$ cat src/rtl/sipo_out_buf.sv
// One-entry valid/ready holding register for a completed word.
// Latency: data loaded on an edge is valid the following cycle.
// Backpressure: holds data stable while valid && !ready; caller loads only when free_o.
module sipo_out_buf #(
    parameter int DW = 8
) (
    input  logic          clk_i,
    input  logic          reset_ni,
    input  logic          load_i,
    input  logic [DW-1:0] data_i,
    output logic          free_o,
    output logic          valid_o,
    input  logic          ready_i,
    output logic [DW-1:0] data_o
);

    logic          valid_q, valid_d;
    logic [DW-1:0] data_q, data_d;

    always_comb begin
        valid_d = valid_q && !ready_i;
        data_d  = data_q;
        if (load_i) begin
            valid_d = 1'b1;
            data_d  = data_i;
        end
    end

    always_ff @(posedge clk_i or negedge reset_ni) begin
        if (!reset_ni) begin
            valid_q <= 1'b0;
            data_q  <= '0;
        end else begin
            valid_q <= valid_d;
            data_q  <= data_d;
        end
    end

    assign free_o  = !valid_q || ready_i;
    assign valid_o = valid_q;
    assign data_o  = data_q;

endmodule

$ cat src/rtl/sipo_stream.sv
// Serial-in/parallel-out deserialiser with partial-word flush and one-word output buffer.
// Latency: word valid the cycle after its completing bit (or the flush) is accepted.
// Backpressure: shifter keeps filling while a word waits; serial_ready_o drops only when shifter and buffer are both occupied.
module sipo_stream #(
    parameter  int OUTPUT_BW = 8,
    parameter  bit MSB_FIRST = 1'b1,
    localparam int LEN_W     = $clog2(OUTPUT_BW + 1)
) (
    input  logic                 clk_i,
    input  logic                 reset_ni,
    input  logic                 serial_data_i,
    input  logic                 serial_valid_i,
    output logic                 serial_ready_o,
    input  logic                 flush_i,
    output logic [OUTPUT_BW-1:0] dout_bus_o,
    output logic [LEN_W-1:0]     dout_len_o,
    output logic                 dout_valid_o,
    input  logic                 dout_ready_i
);

    localparam logic [LEN_W-1:0] FULL = LEN_W'(OUTPUT_BW);

    logic [OUTPUT_BW-1:0] shift_q, shift_d, shift_nxt;
    logic [LEN_W-1:0]     cnt_q, cnt_d, cnt_nxt;
    logic                 fl_pend_q, fl_pend_d;
    logic                 accept, word_full, flush_hit, pend, load, buf_free;

    always_comb begin
        accept    = serial_valid_i && serial_ready_o;
        shift_nxt = shift_q;
        cnt_nxt   = cnt_q;
        if (accept) begin
            if (MSB_FIRST) begin
                shift_nxt = {shift_q[OUTPUT_BW-2:0], serial_data_i};
            end else begin
                for (int i = 0; i < OUTPUT_BW; i++) begin
                    if (cnt_q == LEN_W'(i)) shift_nxt[i] = serial_data_i;
                end
            end
            cnt_nxt = cnt_q + LEN_W'(1);
        end

        // A bit completing the word in the flush cycle makes the flush a no-op.
        word_full = (cnt_nxt == FULL);
        flush_hit = flush_i && (cnt_nxt != '0) && !word_full;
        pend      = fl_pend_q || flush_hit;
        load      = buf_free && (word_full || pend);

        shift_d   = shift_nxt;
        cnt_d     = cnt_nxt;
        fl_pend_d = pend;
        if (load) begin
            shift_d   = '0;
            cnt_d     = '0;
            fl_pend_d = 1'b0;
        end
    end

    always_ff @(posedge clk_i or negedge reset_ni) begin
        if (!reset_ni) begin
            shift_q   <= '0;
            cnt_q     <= '0;
            fl_pend_q <= 1'b0;
        end else begin
            shift_q   <= shift_d;
            cnt_q     <= cnt_d;
            fl_pend_q <= fl_pend_d;
        end
    end

    assign serial_ready_o = (cnt_q != FULL) && !fl_pend_q;

    sipo_out_buf #(
        .DW(OUTPUT_BW + LEN_W)
    ) u_out_buf (
        .clk_i   (clk_i),
        .reset_ni(reset_ni),
        .load_i  (load),
        .data_i  ({shift_nxt, cnt_nxt}),
        .free_o  (buf_free),
        .valid_o (dout_valid_o),
        .ready_i (dout_ready_i),
        .data_o  ({dout_bus_o, dout_len_o})
    );

endmodule

$ cat config.mk
export PLATFORM = sky130hd
export DESIGN_NAME = sipo_stream
export DESIGN_NICKNAME = d
export VERILOG_FILES = /design/src/rtl/sipo_out_buf.sv /design/src/rtl/sipo_stream.sv
export SDC_FILE = /design/constraint.sdc
export NUM_CORES = 1
export LEC_CHECK = 0
export BUFFER_PORTS_ARGS = -buffer_cell sky130_fd_sc_hd__clkbuf_2
export CAP_MARGIN = 10
export CORE_ASPECT_RATIO = 1.1
export CORE_MARGIN = 2
export CORE_UTILIZATION = 50
export DETAILED_ROUTE_END_ITERATION = 10
export PLACE_DENSITY = 0.75
export SLEW_MARGIN = 20
export SYNTH_ARGS = -nofsm -noshare
export SYNTH_HDL_FRONTEND = slang
export SYNTH_SLANG_ARGS = --single-unit
$ cat constraint.sdc
create_clock -name clk_i -period 3.95 [get_ports clk_i]
set_input_delay 0.1975 -clock clk_i [delete_from_list [all_inputs] [get_ports clk_i]]
set_output_delay 0.1975 -clock clk_i [all_outputs]
set_load 0.02 [all_outputs]
==> flow_summary.toml, run 1 <==
[critical_path]
reg2reg_from = "cnt_q[0]$_DFF_PN0_"
worstSetupEndpointType = "flop"
path_max_fanout = 23
cp-start-kind = "flop"
crit_required_ps = 4210
cp-startpoint = "cnt_q[0]$_DFF_PN0_"
worst-endpoint-arrival_ps = 2460
path_class = "reg2reg"

[yosys]
synth_top_area_share_pct = 53.94
synth.ff_latch_count = 26
synth_area_leaders = "dfrtp_1, mux2i_1, inv_1, nor2_1, ha_1"
synth_cell_types = 27
synth_edf_count = 0
synth-warning-count = 0
synth_top_area_cell = "dfrtp_1"
synth.avg_cell_area_um2 = 11.07
ys_dominant_reg_cell = "dfrtp_1"
synthArstFlopShare_pct = 100.0
syn-num-nets = 117
syn_area_mm2 = 0.001206
seq_area_frac_synth_pct = 53.94
yosys-top-cells-count = "dfrtp_1, mux2i_1, inv_1"
yosysMostFrequentCell = "dfrtp_1"
postSynthCellCount = 109

[clock_network]
postCtsResizedCells = 0
cts_tree = "yes"
root_buffer = "clkbuf_4"
postCtsSetupBuffers = 0
clk_latency_ps = 330
cts_buffers = 3
cts_max_level = 1
cts_buffer_depth = 2
clock-sinks = 26
path_clk_slew_ps = 140

[run_status]
status = "complete, no violations"

[detailed_routing]
drcViolationCount = 0
viasPerCell = 5.006
ant_nets = 0
drt-initial-drc-count = 8
wirelength_um = 1812
wl_per_cell_um = 11.25
vias = 806
drtPass1Iterations = 4

[finish]
antenna_cells = 0
fillers = 195
layout-drive-gt1-share_pct = 20.61
syn2layout_area_growth_pct = 15.15
nets = 140
instances_no_fill = 161

[sta]
fin_skew_ps = 11.51
finalCriticalPeriod_ps = 2193
setup_viol = 0
hold_viol_final = 0
worst_pin_slew_ps = 615.1
grt_setup_unrepaired = "no"
slew_viol_final = 0
finalCritPeriodShare_pct = 55.52
max_freq_mhz = 456.0
tns_ps = 0
maxSlewHeadroom_pct = 58.99

[floorplan]
die_w_um = 50.83
coreArea_mm2 = 0.002275
die_y_um = 55.51
die_area_mm2 = 0.002822
start_util_pct = 53.03
boundaryPins = 20
rows = 18

[place]
dp.cells = 156
io_buffers = 19
place_congestion = 0.7778
dp_hpwl_um = 1335

[global_routing]
grt_pass1_wl_um = 3284
antenna_found_initial = 0
overflow = 0
grt_max_degree = 27
grt_pass1_vias = 791
grt_usage_pct = 15.32

[worst_hold_path]
hp-start = "serial_data_i"
hold_class = "in2reg"

[flow_run]
drv_cap = 0

[pwr]
p_leak_nw = 0.7351
ir_worst_vdd_v = 0.0004517
cellPowerDensity_mw_per_mm2 = 713.6
==> kinds of logic after synthesis <==
group | after synthesis | synth area share, %
buffers and inverters | 18 | 6.327
multiplexers | 23 | 19.40
AO/OA/AOI/OAI | 7 | 4.565
adder cells (fa/ha/maj) | 2 | 2.074
AND/OR/NAND/NOR | 30 | 11.52
XOR/XNOR | 3 | 2.179
flip-flops | 26 | 53.94
==> layout make-up <==
class | instances | area [um^2] | area share [%]
tap | 30 | 37.54 | 2.703
clock buffer | 3 | 22.52 | 1.622
inverter | 15 | 56.30 | 4.054
multi-input combinational | 65 | 479.2 | 34.50
sequential | 26 | 650.6 | 46.85
timing repair buffer | 21 | 112.6 | 8.108
clock inverter | 1 | 30.03 | 2.162
==> state kept, by name (all words and copies together) (netlist names) <==
register / flops
shift_q: 8
u_out_buf.data_o: 12
cnt_q: 4
fl_pend_q: 1
u_out_buf.valid_o: 1
==> where the power goes <==
group / leakage [nW] / switching [mW] / internal, mW
clock: 0.0279 / 0.0777 / 0.103
combinational: 0.359 / 0.242 / 0.164
sequential: 0.348 / 0.0586 / 0.346
total: 0.735 / 0.379 / 0.612
==> what timing repair did <==
action / in CTS / in global routing
endpoints found under the hold margin: 26 / 0
setup endpoints to repair: 0 / 0
hold buffers: 1 / 0
==> worst max-delay path: stages (launching register included) <==
cell and delay (ps):
dfrtp_1 470, inv_1 130, ha_1 180, nand2_1 70, a2111o_1 400, nand2_2 120, mux2i_2 210, buf_4 310
mux2i_1 230
==> layout by cell type, fill, tap and decap left out, drive strengths merged <==
master	n
o21ai	1
clkbuf	22
inv	15
o21a	1
xor2	2
dfrtp	26
a2bb2oi	1
a211oi	1
nand2b	1
nor2	14
xnor2	1
nand2	6
ha	2
bufinv	1
buf	1
mux2i	23
nand4	2
and2	1
a2111o	1
dlygate4sd3	1
a31oi	1
nand3	1
o2111ai	1
or2	2
nor2b	3
==> final timing paths <==
path	depth (start not counted)	endpoint	slack (ps)
setup / recovery	8	u_out_buf.data_o[8]$_DFFE_PN0P_	1760
hold / removal	3	shift_q[0]$_DFF_PN0_	140
setup reg to reg	8	u_out_buf.data_o[8]$_DFFE_PN0P_	1760
hold reg to reg	2	u_out_buf.data_o[2]$_DFFE_PN0P_	530
max in group asynchronous	2	u_out_buf.valid_o$_DFF_PN0_	3150
min in group asynchronous	2	u_out_buf.data_o[6]$_DFFE_PN0P_	390
==> through the flow <==
step                hold slack (ps)  setup slack (ps)  util, %  cell area [um^2]  power (mW)
floorplan                    -98.09              1939        -              1206      0.7217
global placement              241.4              1907    58.31              1326      0.8081
detailed placement            250.8              1790    58.31              1326      0.8203
CTS                           134.2              1746    61.06              1389       1.005
global route                  160.9              1579    61.06              1389       1.065
finish                        137.6              1757    61.06              1389      0.9910
==> layer usage <==
| layer | GRT usage, % | wire length (um) | vias up |
|---|---|---|---|
| li1 | - | - | 397 |
| met1 | 19.17 | 837 | 388 |
| met2 | 24.44 | 862 | 16 |
| met3 | 3.514 | 63 | 5 |
| met4 | 8.108 | 48 | 0 |
| met5 | 0 | 0 | - |
No activity file was read; power rests on OpenSTA's default activity.
==> run 2, diff against run 1 <==
==> constraint.sdc (replaced) <==
create_clock -name clk_i -period 2.2 [get_ports clk_i]
set_input_delay 0.11 -clock clk_i [delete_from_list [all_inputs] [get_ports clk_i]]
set_output_delay 0.11 -clock clk_i [all_outputs]
set_load 0.02 [all_outputs]
==> flow_summary.toml, run 2 (synthesis gave the netlist of run 1 again) <==
[run_status]
status = "complete, no violations"

[finish]
fillers = 194
layout-drive-gt1-share_pct = 23.13
antenna_cells = 0
final_cell_mix = "dfrtp_1, mux2i_1, clkbuf_2"
seqCellArea_um2 = 651.9
design_area_mm2 = 0.001429
final_common_cell = "dfrtp_1"
syn2layout_area_growth_pct = 18.46
largest_reg_flops = 12
nets = 143
multi_input_comb_area_um2 = 488.0

[global_routing]
grt_pass1_wl_um = 3553
antenna_found_initial = 0
grt_pass1_vias = 847
grt_max_degree = 27
overflow = 0
grt_usage_pct = 16.00

[sta]
setup_viol = 0
worst_pin_slew_ps = 613.6
finalCritPeriodShare_pct = 93.37
finalCriticalPeriod_ps = 2054
tns_ps = 0
max_freq_mhz = 486.8
hold_viol_final = 0
fin_skew_ps = 10.31
maxSlewHeadroom_pct = 59.10
slew_viol_final = 0
grt_setup_unrepaired = "no"

[place]
place_congestion = 0.7637
dp_hpwl_um = 1471
io_buffers = 19
postPlaceCellArea_mm2 = 0.001341

[detailed_routing]
viasPerCell = 5.061
ant_nets = 0
drtPass1Iterations = 4
wirelength_um = 2012
drt-initial-drc-count = 7
drcViolationCount = 0
wl_per_cell_um = 12.27
vias = 830

[floorplan]
rows = 18
boundaryPins = 20
coreArea_mm2 = 0.002275
die_area_mm2 = 0.002822
die_y_um = 55.51
start_util_pct = 53.03
die_w_um = 50.83

[clock_network]
cts_max_level = 1
cts_tree = "yes"
clock-sinks = 26
root_buffer = "clkbuf_4"
clk_latency_ps = 320
cts_buffers = 3
path_clk_slew_ps = 140
cts_buffer_depth = 2

[critical_path]
crit_required_ps = 2450
worstSetupEndpointType = "flop"
rrSetupSlack_ps = 150
cp-start-kind = "flop"
path_class = "reg2reg"
path_max_fanout = 12
worst-endpoint-arrival_ps = 2300

[pwr]
cellPowerDensity_mw_per_mm2 = 1299
p_leak_nw = 0.7520
ir_worst_vdd_v = 0.0007610

[worst_hold_path]
hold_class = "in2reg"

[flow_run]
drv_cap = 0
run 2: layer usage:
layer / track usage (%) / share of wire [%] / vias up
met5: 0 / 0 / -
met4: 5.792 / 0.84 / 0
met3: 1.622 / 2.2 / 2
met2: 28.01 / 52 / 13
met1: 20.25 / 45 / 413
li1: - / - / 402
run 2: timing repair:
action,4_1_cts,5_1_grt
endpoints found under the hold margin,26,0
endpoints found under the setup margin,0,11
resized for setup,0,4
setup buffers,0,1
hold buffers,1,0
run 2: area by class of cell:
type | count | area share [%]
clock buffer | 3 | 1.576
timing repair buffer | 24 | 9.983
clock inverter | 1 | 2.102
inverter | 15 | 3.940
tap | 30 | 2.627
sequential | 26 | 45.62
multi-input combinational | 65 | 34.15
run 2: final timing paths:
check | start | end | cells past startpoint
worst max register to register | cnt_q[0]$_DFF_PN0_ | u_out_buf.data_o[6]$_DFFE_PN0P_ | 8
worst min register to register | u_out_buf.data_o[2]$_DFFE_PN0P_ | u_out_buf.data_o[2]$_DFFE_PN0P_ | 2
worst min-delay path | serial_data_i | shift_q[0]$_DFF_PN0_ | 3
max in group asynchronous | reset_ni | cnt_q[1]$_DFF_PN0_ | 2
worst max-delay path | cnt_q[0]$_DFF_PN0_ | u_out_buf.data_o[6]$_DFFE_PN0P_ | 8
min in group asynchronous | reset_ni | u_out_buf.data_o[6]$_DFFE_PN0P_ | 2
run 2: per-stage QoR:
stage	setup WS [ps]	std cells	hold slack, ps	utilization [%]	power (mW)
floorplan	188.7	109	-185.6	-	1.296
global placement	236.1	158	150.3	58.97	1.470
detailed placement	103.7	158	166.9	58.97	1.498
CTS	65.75	163	76.11	61.72	1.825
global route	5.156	164	94.58	62.82	1.976
finish	145.8	164	74.23	62.82	1.856
run 2: where the power goes:
part | leakage (nW) | switching [mW] | internal, mW
sequential | 0.347 | 0.103 | 0.622
combinational | 0.377 | 0.467 | 0.344
clock | 0.0279 | 0.135 | 0.184
total | 0.752 | 0.706 | 1.15
run 2: critical path, stage by stage, from the launching register on:
cell      delay, ps
dfrtp_1         430
inv_1           110
ha_1            170
nand2_1          70
a2111o_1        390
nand2_2         140
mux2i_4         270
buf_6           190
mux2i_1         210
